### config.mk
export PLATFORM = sky130hd
export DESIGN_NAME = cycle_timer
export DESIGN_NICKNAME = d
export VERILOG_FILES = /design/src/rtl/cycle_timer.sv
export SDC_FILE = /design/constraint.sdc
export NUM_CORES = 1
export LEC_CHECK = 0
export ABC_AREA = 1
export CORE_ASPECT_RATIO = 0.7
export CORE_MARGIN = 2
export CORE_UTILIZATION = 60
export DETAILED_ROUTE_END_ITERATION = 16
export DONT_BUFFER_PORTS = 1
export PLACE_DENSITY = 0.76
export SYNTH_ARGS = -nofsm -noshare
export SYNTH_HDL_FRONTEND = slang
export SYNTH_SLANG_ARGS = --single-unit
### constraint.sdc
create_clock -name CLK -period 2.3 [get_ports CLK]
set_input_delay 0.69 -clock CLK [delete_from_list [all_inputs] [get_ports CLK]]
set_output_delay 0.69 -clock CLK [all_outputs]
set_load 0.005 [all_outputs]
### src/rtl/cycle_timer.sv
`default_nettype none
// ============================================================================
// Module      : cycle_timer
// Description : Free-running 64-bit machine timer with compare IRQ, prescaled
//               tick strobe and a word-addressed register port.
// Revision    : 1.0 - initial release
// ============================================================================
module cycle_timer #(
    parameter int          PRESC_W = 16,
    parameter logic [63:0] CMP_RST = 64'hFFFF_FFFF_FFFF_FFFF
) (
    input  logic        CLK,
    input  logic        RST_N,
    input  logic        WE,
    input  logic        RE,
    input  logic [2:0]  ADDR,
    input  logic [31:0] WDATA,
    output logic [31:0] RDATA,
    output logic        READY,
    output logic        TICK,
    output logic        IRQ
);

    localparam logic [2:0] c_ADDR_MTIME_LO = 3'd0;
    localparam logic [2:0] c_ADDR_MTIME_HI = 3'd1;
    localparam logic [2:0] c_ADDR_CMP_LO   = 3'd2;
    localparam logic [2:0] c_ADDR_CMP_HI   = 3'd3;
    localparam logic [2:0] c_ADDR_CTRL     = 3'd4;

    logic [63:0]        r_mtime;
    logic [63:0]        r_cmp;
    logic               r_en;
    logic [PRESC_W-1:0] r_presc;
    logic [PRESC_W-1:0] r_pcnt;
    logic [31:0]        r_shadow;
    logic [31:0]        r_rdata;
    logic               r_ready;
    logic               r_tick;
    logic               r_irq;

    logic               w_wr_lo;
    logic               w_wr_hi;
    logic               w_wr_cmp_lo;
    logic               w_wr_cmp_hi;
    logic               w_wr_ctrl;
    logic               w_inc;
    logic [31:0]        w_ctrl;
    logic [31:0]        w_rd_mux;

    assign w_wr_lo     = WE && (ADDR == c_ADDR_MTIME_LO);
    assign w_wr_hi     = WE && (ADDR == c_ADDR_MTIME_HI);
    assign w_wr_cmp_lo = WE && (ADDR == c_ADDR_CMP_LO);
    assign w_wr_cmp_hi = WE && (ADDR == c_ADDR_CMP_HI);
    assign w_wr_ctrl   = WE && (ADDR == c_ADDR_CTRL);

    assign w_inc  = r_en && (r_pcnt == r_presc);
    assign w_ctrl = 32'({r_presc, r_en});

    // mtime_hi returns the shadow so a lo-then-hi pair is coherent
    always_comb begin
        w_rd_mux = 32'd0;
        case (ADDR)
            c_ADDR_MTIME_LO: w_rd_mux = r_mtime[31:0];
            c_ADDR_MTIME_HI: w_rd_mux = r_shadow;
            c_ADDR_CMP_LO:   w_rd_mux = r_cmp[31:0];
            c_ADDR_CMP_HI:   w_rd_mux = r_cmp[63:32];
            c_ADDR_CTRL:     w_rd_mux = w_ctrl;
            default:         w_rd_mux = 32'd0;
        endcase
    end

    always_ff @(posedge CLK or negedge RST_N) begin
        if (!RST_N) begin
            r_mtime  <= 64'd0;
            r_cmp    <= CMP_RST;
            r_en     <= 1'b0;
            r_presc  <= '0;
            r_pcnt   <= '0;
            r_shadow <= 32'd0;
            r_rdata  <= 32'd0;
            r_ready  <= 1'b0;
            r_tick   <= 1'b0;
            r_irq    <= 1'b0;
        end else begin
            // software writes to mtime take priority over the increment
            if (w_wr_lo) begin
                r_mtime[31:0] <= WDATA;
            end else if (w_wr_hi) begin
                r_mtime[63:32] <= WDATA;
            end else if (w_inc) begin
                r_mtime <= r_mtime + 64'd1;
            end

            if (w_wr_cmp_lo) begin
                r_cmp[31:0] <= WDATA;
            end
            if (w_wr_cmp_hi) begin
                r_cmp[63:32] <= WDATA;
            end

            if (w_wr_ctrl) begin
                r_en    <= WDATA[0];
                r_presc <= WDATA[PRESC_W:1];
                r_pcnt  <= '0;
            end else if (r_en) begin
                r_pcnt <= w_inc ? '0 : r_pcnt + PRESC_W'(1);
            end

            r_tick <= w_inc;
            r_irq  <= (r_mtime >= r_cmp);

            // read data reflects state before any write on the same edge
            if (RE) begin
                r_ready <= 1'b1;
                r_rdata <= w_rd_mux;
                if (ADDR == c_ADDR_MTIME_LO) begin
                    r_shadow <= r_mtime[63:32];
                end
            end else begin
                r_ready <= 1'b0;
            end
        end
    end

    assign RDATA = r_rdata;
    assign READY = r_ready;
    assign TICK  = r_tick;
    assign IRQ   = r_irq;

endmodule
`default_nettype wire

==> impl_metrics.json, run 1 <==
{
  "violations": "negative hold slack",
  "dp_hpwl_um": 39600,
  "firstDrtPassIters": 6,
  "drc_errors": 0,
  "grt_overflow": 0,
  "clk-insertion-delay-late_ns": 0.54,
  "rsz0062_at_grt": "no",
  "power.density_nw_per_um2": 884,
  "postLayoutCoreUtil_pct": 67.6,
  "period_share_pct": 96.3,
  "fin_crit_ns": 2.21,
  "drive_above_1_share_pct": 13.4,
  "numPortBuffers": 0,
  "groute.usage.overall_pct": 42.1,
  "r2r_cells": 11,
  "wl_per_cell_um": 22.3,
  "ys_seq_area_share_pct": 40.6,
  "fin_skew_ns": 0.0198,
  "finalHoldViolations": 164,
  "irDropWorstVdd_uv": 650,
  "grt_max_degree": 229,
  "arrival_ns": 2.62,
  "coreArea_um2": 23500,
  "n_antenna_cell": 0,
  "cts_buffers": 24,
  "vias": 14300,
  "die_h_um": 133,
  "maxSlewHeadroom_pct": 52.7,
  "cp_max_fo": 6,
  "r2r_end": "r_mtime[59]$_DFFE_PN0P_",
  "cts_tree": "done",
  "slew_viol_final": 0,
  "syn_inst": 1978,
  "n_fill_cell": 2037,
  "area_growth_pct": 11.1,
  "grt_pass1_wl_um": 78900,
  "cts_sinks": 228,
  "synth_edf_count": 0,
  "syn_area_per_cell_um2": 7.21,
  "initial_core_util_pct": 60.8,
  "viasPerCell": 6.09,
  "ys_types": 46,
  "clockBufferDepth": 3,
  "path_class": "flop to flop",
  "netlist_area_um2": 14300,
  "htree_levels": 1,
  "num_rows": 47,
  "gp_congestion": 1.06,
  "finalNetCount": 2125,
  "antenna_found_initial": 0,
  "setup_viol": 0,
  "max_freq_mhz": 452,
  "syn-num-nets": 2083,
  "hold_path.class": "primary input to async pin",
  "start_kind": "flop",
  "p_leak_uw": 0.00731,
  "r2r_start": "r_mtime[27]$_DFFE_PN0P_",
  "drt-total-wl_um": 52500,
  "ioPinCount": 74,
  "ys_dominant_reg_cell": "dfrtp_1",
  "tightest_slew_ns": 0.707,
  "clkTransAtPathRegs_ns": 0.06,
  "r2r_slack_ns": 0.09,
  "detail_route.iter0.violations": 1796,
  "required_ns": 2.71,
  "yosysWarnings": 0,
  "grt_pass1_vias": 13400,
  "dieWidth_um": 188,
  "ant_nets": 0,
  "endpoint_kind": "flop",
  "drv_cap": 0,
  "async_reset_ff_share_pct": 100,
  "cts-root-buf": "clkbuf_16",
  "dieArea_um2": 25000,
  "synth-seq-cells": 228,
  "run_status": "complete, but fails checks",
  "holdWs_ns": -0.154
}
repair_timing:
item,in CTS,in global routing
resized for setup,1,12
setup endpoints to repair,6,22
setup buffers,0,0
pin swaps,0,0
endpoints found under the hold margin,164,164
placed cells by master (no fill, tap or decap), types with 6 or more instances in the layout:
cell type,instances
o221ai_1,9
dfstp_2,64
clkbuf_1,8
buf_4,79
o21ai_0,233
ha_1,66
nand2_2,13
nor2_2,13
o211ai_1,9
inv_1,228
mux2_2,8
a21oi_1,43
o22ai_1,24
o2111ai_1,6
xor2_1,14
inv_2,12
nand3_1,102
nor2_1,140
o21ai_2,24
clkbuf_8,6
nor3_1,10
dfrtp_1,161
nand4_1,30
clkbuf_16,25
xnor2_1,6
o21ai_1,20
nand2_1,636
metal layers:
layer  global-route usage (%)  routed length, um
met1                     62.6              22500
met2                     55.4              20000
met3                     18.5               8620
met4                     10.1               1320
met5                    0.385                  0
flip-flops by register name, summed over array words and instances (netlist names):
| register | flops |
|---|---|
| r_mtime | 64 |
| r_en | 1 |
| TICK | 1 |
| r_cmp | 64 |
| r_presc | 16 |
| r_pcnt | 16 |
| READY | 1 |
| RDATA | 32 |
| r_shadow | 32 |
| IRQ | 1 |
worst max path at each step:
| stage | cells after the start | end | from |
|---|---|---|---|
| 2_1_floorplan | 10 | r_mtime[15]$_DFFE_PN0P_ | ADDR[1] |
| 3_3_place_gp | 9 | r_mtime[0]$_DFFE_PN0P_ | r_pcnt[15]$_DFFE_PN0P_ |
| 3_5_place_dp | 9 | r_mtime[20]$_DFFE_PN0P_ | r_pcnt[13]$_DFFE_PN0P_ |
| 4_1_cts | 11 | r_mtime[40]$_DFFE_PN0P_ | r_mtime[1]$_DFFE_PN0P_ |
| 5_1_grt | 13 | r_mtime[30]$_DFFE_PN0P_ | r_mtime[2]$_DFFE_PN0P_ |
| 6_report | 11 | r_mtime[59]$_DFFE_PN0P_ | r_mtime[27]$_DFFE_PN0P_ |
metrics by stage:
stage	setup slack, ns	setup TNS, ns	cells	power (uW)	instance area [um2]
after floorplan	0.447	0	1978	8300	14300
after global placement	0.0679	0	2312	9570	15000
after detailed placement	-0.0624	-0.0949	2312	9760	15000
after CTS	0.0729	0	2356	13800	15800
after global routing	0.00507	0	2356	14700	15900
final	0.0860	0	2356	14000	15900
where the power goes:
group,leakage [uW],internal (uW),switching (uW)
logic,0.00415,1480,2500
clock network,0.000397,2410,1670
registers,0.00276,5010,954
cells in the mapped netlist, types with 2 or more instances:
cell	count	area, um2
nand2_1	641	2410
o21ai_0	233	1170
inv_1	228	856
dfrtp_1	164	4100
nor2_1	143	537
nand3_1	102	510
ha_1	66	826
dfstp_2	64	1680
a21oi_1	43	215
clkbuf_1	40	150
nand4_1	30	188
o21ai_2	24	210
o22ai_1	24	150
o21ai_1	20	100
buf_2	14	70.1
xor2_1	14	123
inv_2	12	45.0
nor2_2	12	75.1
nor3_1	10	50.1
o211ai_1	9	67.6
o221ai_1	9	78.8
mux2_2	8	90.1
nand2_2	8	50.1
buf_6	7	78.8
o2111ai_1	6	52.6
xnor2_1	6	52.6
buf_4	4	30.0
o21a_1	4	30.0
clkinv_1	3	11.3
nand3_2	3	30.0
nand3b_1	3	22.5
nor2_4	3	33.8
nor3b_1	3	22.5
or2_2	3	18.8
a31oi_1	2	12.5
and2_0	2	12.5
nand2_4	2	22.5
worst max-delay path: stages (launching register included):
cell and delay (ns):
dfrtp_1 0.47, nand2_1 0.12, nor2_1 0.23, nand2_1 0.19
nor2_1 0.25, inv_1 0.07, nor2_1 0.33, nand2_1 0.11
nand2_1 0.09, nand3_1 0.08, nand3_1 0.10, nand2_1 0.06
final cells by class:
| cell class | count | area [um2] | share of cell area (%) |
|---|---|---|---|
| Clock buffer | 39 | 738 | 4.66 |
| Clock inverter | 5 | 77.6 | 0.489 |
| Inverter | 243 | 912 | 5.75 |
| Multi-Input combinational cell | 1441 | 7280 | 45.9 |
| Sequential cell | 228 | 5790 | 36.5 |
| Tap cell | 318 | 398 | 2.51 |
| Timing Repair Buffer | 82 | 653 | 4.12 |
kinds of logic after synthesis:
kind of cell,synth area share [%]
and+or+nand+nor,28.2
xor gates and xnor gates,1.23
AOI/OAI and AO/OA,14.9
adders and majority gates,5.79
DFF,40.6
buffers and inverters,8.73
muxes,0.632
Note: power is estimated with default switching activity, not from simulation.
==> run 2, diff against run 1 <==
Settings changed: CTS_BUF_LIST from default to sky130_fd_sc_hd__clkbuf_4 sky130_fd_sc_hd__clkbuf_8, REMOVE_ABC_BUFFERS from default to 1.
==> impl_metrics.json, run 2 (synthesized netlist as in run 1, its figures left out) <==
{
  "run_status": "complete, but fails checks",
  "violations": "negative hold slack",
  "period_share_pct": 97.7,
  "fin_skew_ns": 0.0267,
  "detail_route.iter0.violations": 1766,
  "grt_pass1_wl_um": 78800,
  "clk-insertion-delay-late_ns": 0.58,
  "crit_path_frequent_cell": "nand2_1",
  "drv_cap": 0,
  "path_class": "flop to flop",
  "layout_common_cells": "nand2_1, o21ai_0, inv_1",
  "dp_hpwl_um": 38200,
  "start_kind": "flop",
  "required_ns": 2.76,
  "layout_commonest_cell": "nand2_1",
  "numPortBuffers": 0,
  "finalHoldViolations": 176,
  "fin_crit_ns": 2.25,
  "area_growth_pct": 12.2,
  "grt_max_degree": 229,
  "initial_core_util_pct": 60.8,
  "grt_overflow": 0,
  "ant_nets": 0,
  "r2r_start": "r_mtime[1]$_DFFE_PN0P_",
  "arrival_ns": 2.71,
  "cpMaxStageDelayCell": "dfrtp_1",
  "htree_levels": 2,
  "dp.cells": 2324,
  "setup_viol": 0,
  "slew_viol_final": 0,
  "n_antenna_cell": 0,
  "holdWs_ns": -0.195,
  "irDropWorstVdd_uv": 631,
  "reg.largest.list": "r_cmp x64, r_mtime x64",
  "place_area_um2": 15100,
  "drc_errors": 0,
  "ioPinCount": 74,
  "final_cell_area_um2": 16000,
  "cts_buffers": 39,
  "power.density_nw_per_um2": 891,
  "r2r_cells": 12,
  "coreArea_um2": 23500,
  "dieArea_um2": 25000,
  "power_uw": 14300,
  "clockBufferDepth": 3,
  "drt-total-wl_um": 51600,
  "cp.buffers_inverters": 2,
  "cts_sinks": 228,
  "firstDrtPassIters": 6,
  "dieWidth_um": 188,
  "layout.cells.non_filler": 2396,
  "cts-root-buf": "clkbuf_8",
  "r2r_end": "r_mtime[60]$_DFFE_PN0P_",
  "r2r_slack_ns": 0.05,
  "maxSlewHeadroom_pct": 53.0,
  "hold_path.class": "primary input to async pin",
  "tightest_slew_ns": 0.703,
  "cts_tree": "done",
  "antenna_found_initial": 0,
  "drive_above_1_share_pct": 15.4,
  "max_stage_delay_ns": 0.47,
  "grt_pass1_vias": 13700,
  "n_fill_cell": 1983,
  "dpl_worst_slack_ns": -0.128,
  "p_leak_uw": 0.00744,
  "crit_family": "simple AND/OR/NAND/NOR gates",
  "viasPerCell": 6.02,
  "endpoint_kind": "flop",
  "clkTransAtPathRegs_ns": 0.07,
  "wl_per_cell_um": 21.5,
  "cp_max_fo": 6,
  "timing.final.ws_setup_ns": 0.0520,
  "finalNetCount": 2152,
  "num_rows": 47,
  "path_cells": "ha_2, nand2_2, nor2_4, nand3_1, inv_1, nand2_1, inv_1, nand2_1, nand2_1, nand3_1, nand3_1, nand2_1",
  "max_freq_mhz": 445,
  "vias": 14400,
  "groute.usage.overall_pct": 41.6,
  "cts_setup_buffers": 0,
  "rsz0062_at_grt": "no",
  "gp_congestion": 1.05,
  "die_h_um": 133
}
==> run 2: changes by cell type in the layout (fill, tap and decap cells not counted), moves of 2 or more <==
cell / delta
dfrtp_2: -2
clkbuf_4: +14
clkbuf_8: +46
dfrtp_1: +2
clkbuf_16: -25
buf_4: +12
clkbuf_1: -8
==> run 2: worst max path at each step <==
stage	slack (ns)	start	cells after the start	end
after floorplan	-0.62	ADDR[1]	8	r_mtime[34]$_DFFE_PN0P_
after global placement	-0.02	r_pcnt[5]$_DFFE_PN0P_	9	r_mtime[0]$_DFFE_PN0P_
after detailed placement	-0.13	r_pcnt[5]$_DFFE_PN0P_	9	r_mtime[20]$_DFFE_PN0P_
after CTS	0.004	r_mtime[1]$_DFFE_PN0P_	11	r_mtime[26]$_DFFE_PN0P_
after global routing	0.001	r_mtime[1]$_DFFE_PN0P_	12	r_mtime[60]$_DFFE_PN0P_
final	0.05	r_mtime[1]$_DFFE_PN0P_	12	r_mtime[60]$_DFFE_PN0P_
==> run 2: routing by layer <==
metal	GRT usage [%]	vias to the layer above	part of all wire, %
li1	-	6559	-
met1	61.4	6861	43
met2	59.1	901	41
met3	12.7	98	14
met4	11.4	0	2.4
met5	0	-	0
==> run 2: metrics by stage <==
stage,utilization [%],setup TNS [ns]
3_3_place_gp,64.3,-0.0597
4_1_cts,68.1,0
5_1_grt,68.2,0
3_5_place_dp,64.3,-0.977
2_1_floorplan,-,-62.11
6_report,68.2,0
==> run 2: final cells by class <==
cell class                 count  area (um2)  share of cell area, %
clock inverter                 6        61.3                  0.383
tap                          318         398                   2.49
inverter                     243         912                   5.70
timing repair buffer          94         743                   4.64
clock buffer                  66         821                   5.13
sequential                   228        5790                   36.1
multi-input combinational   1441        7290                   45.5
==> run 2: where the power goes <==
| group | total [uW] | switching, uW | internal [uW] |
|---|---|---|---|
| Sequential | 5890 | 889 | 5000 |
| Clock | 4200 | 1830 | 2370 |
| Combinational | 4170 | 2630 | 1540 |
==> run 2: timing repair <==
item                                    in CTS  in global routing
endpoints found under the setup margin      13                 57
resized for setup                            1                 11
endpoints found under the hold margin      205                171
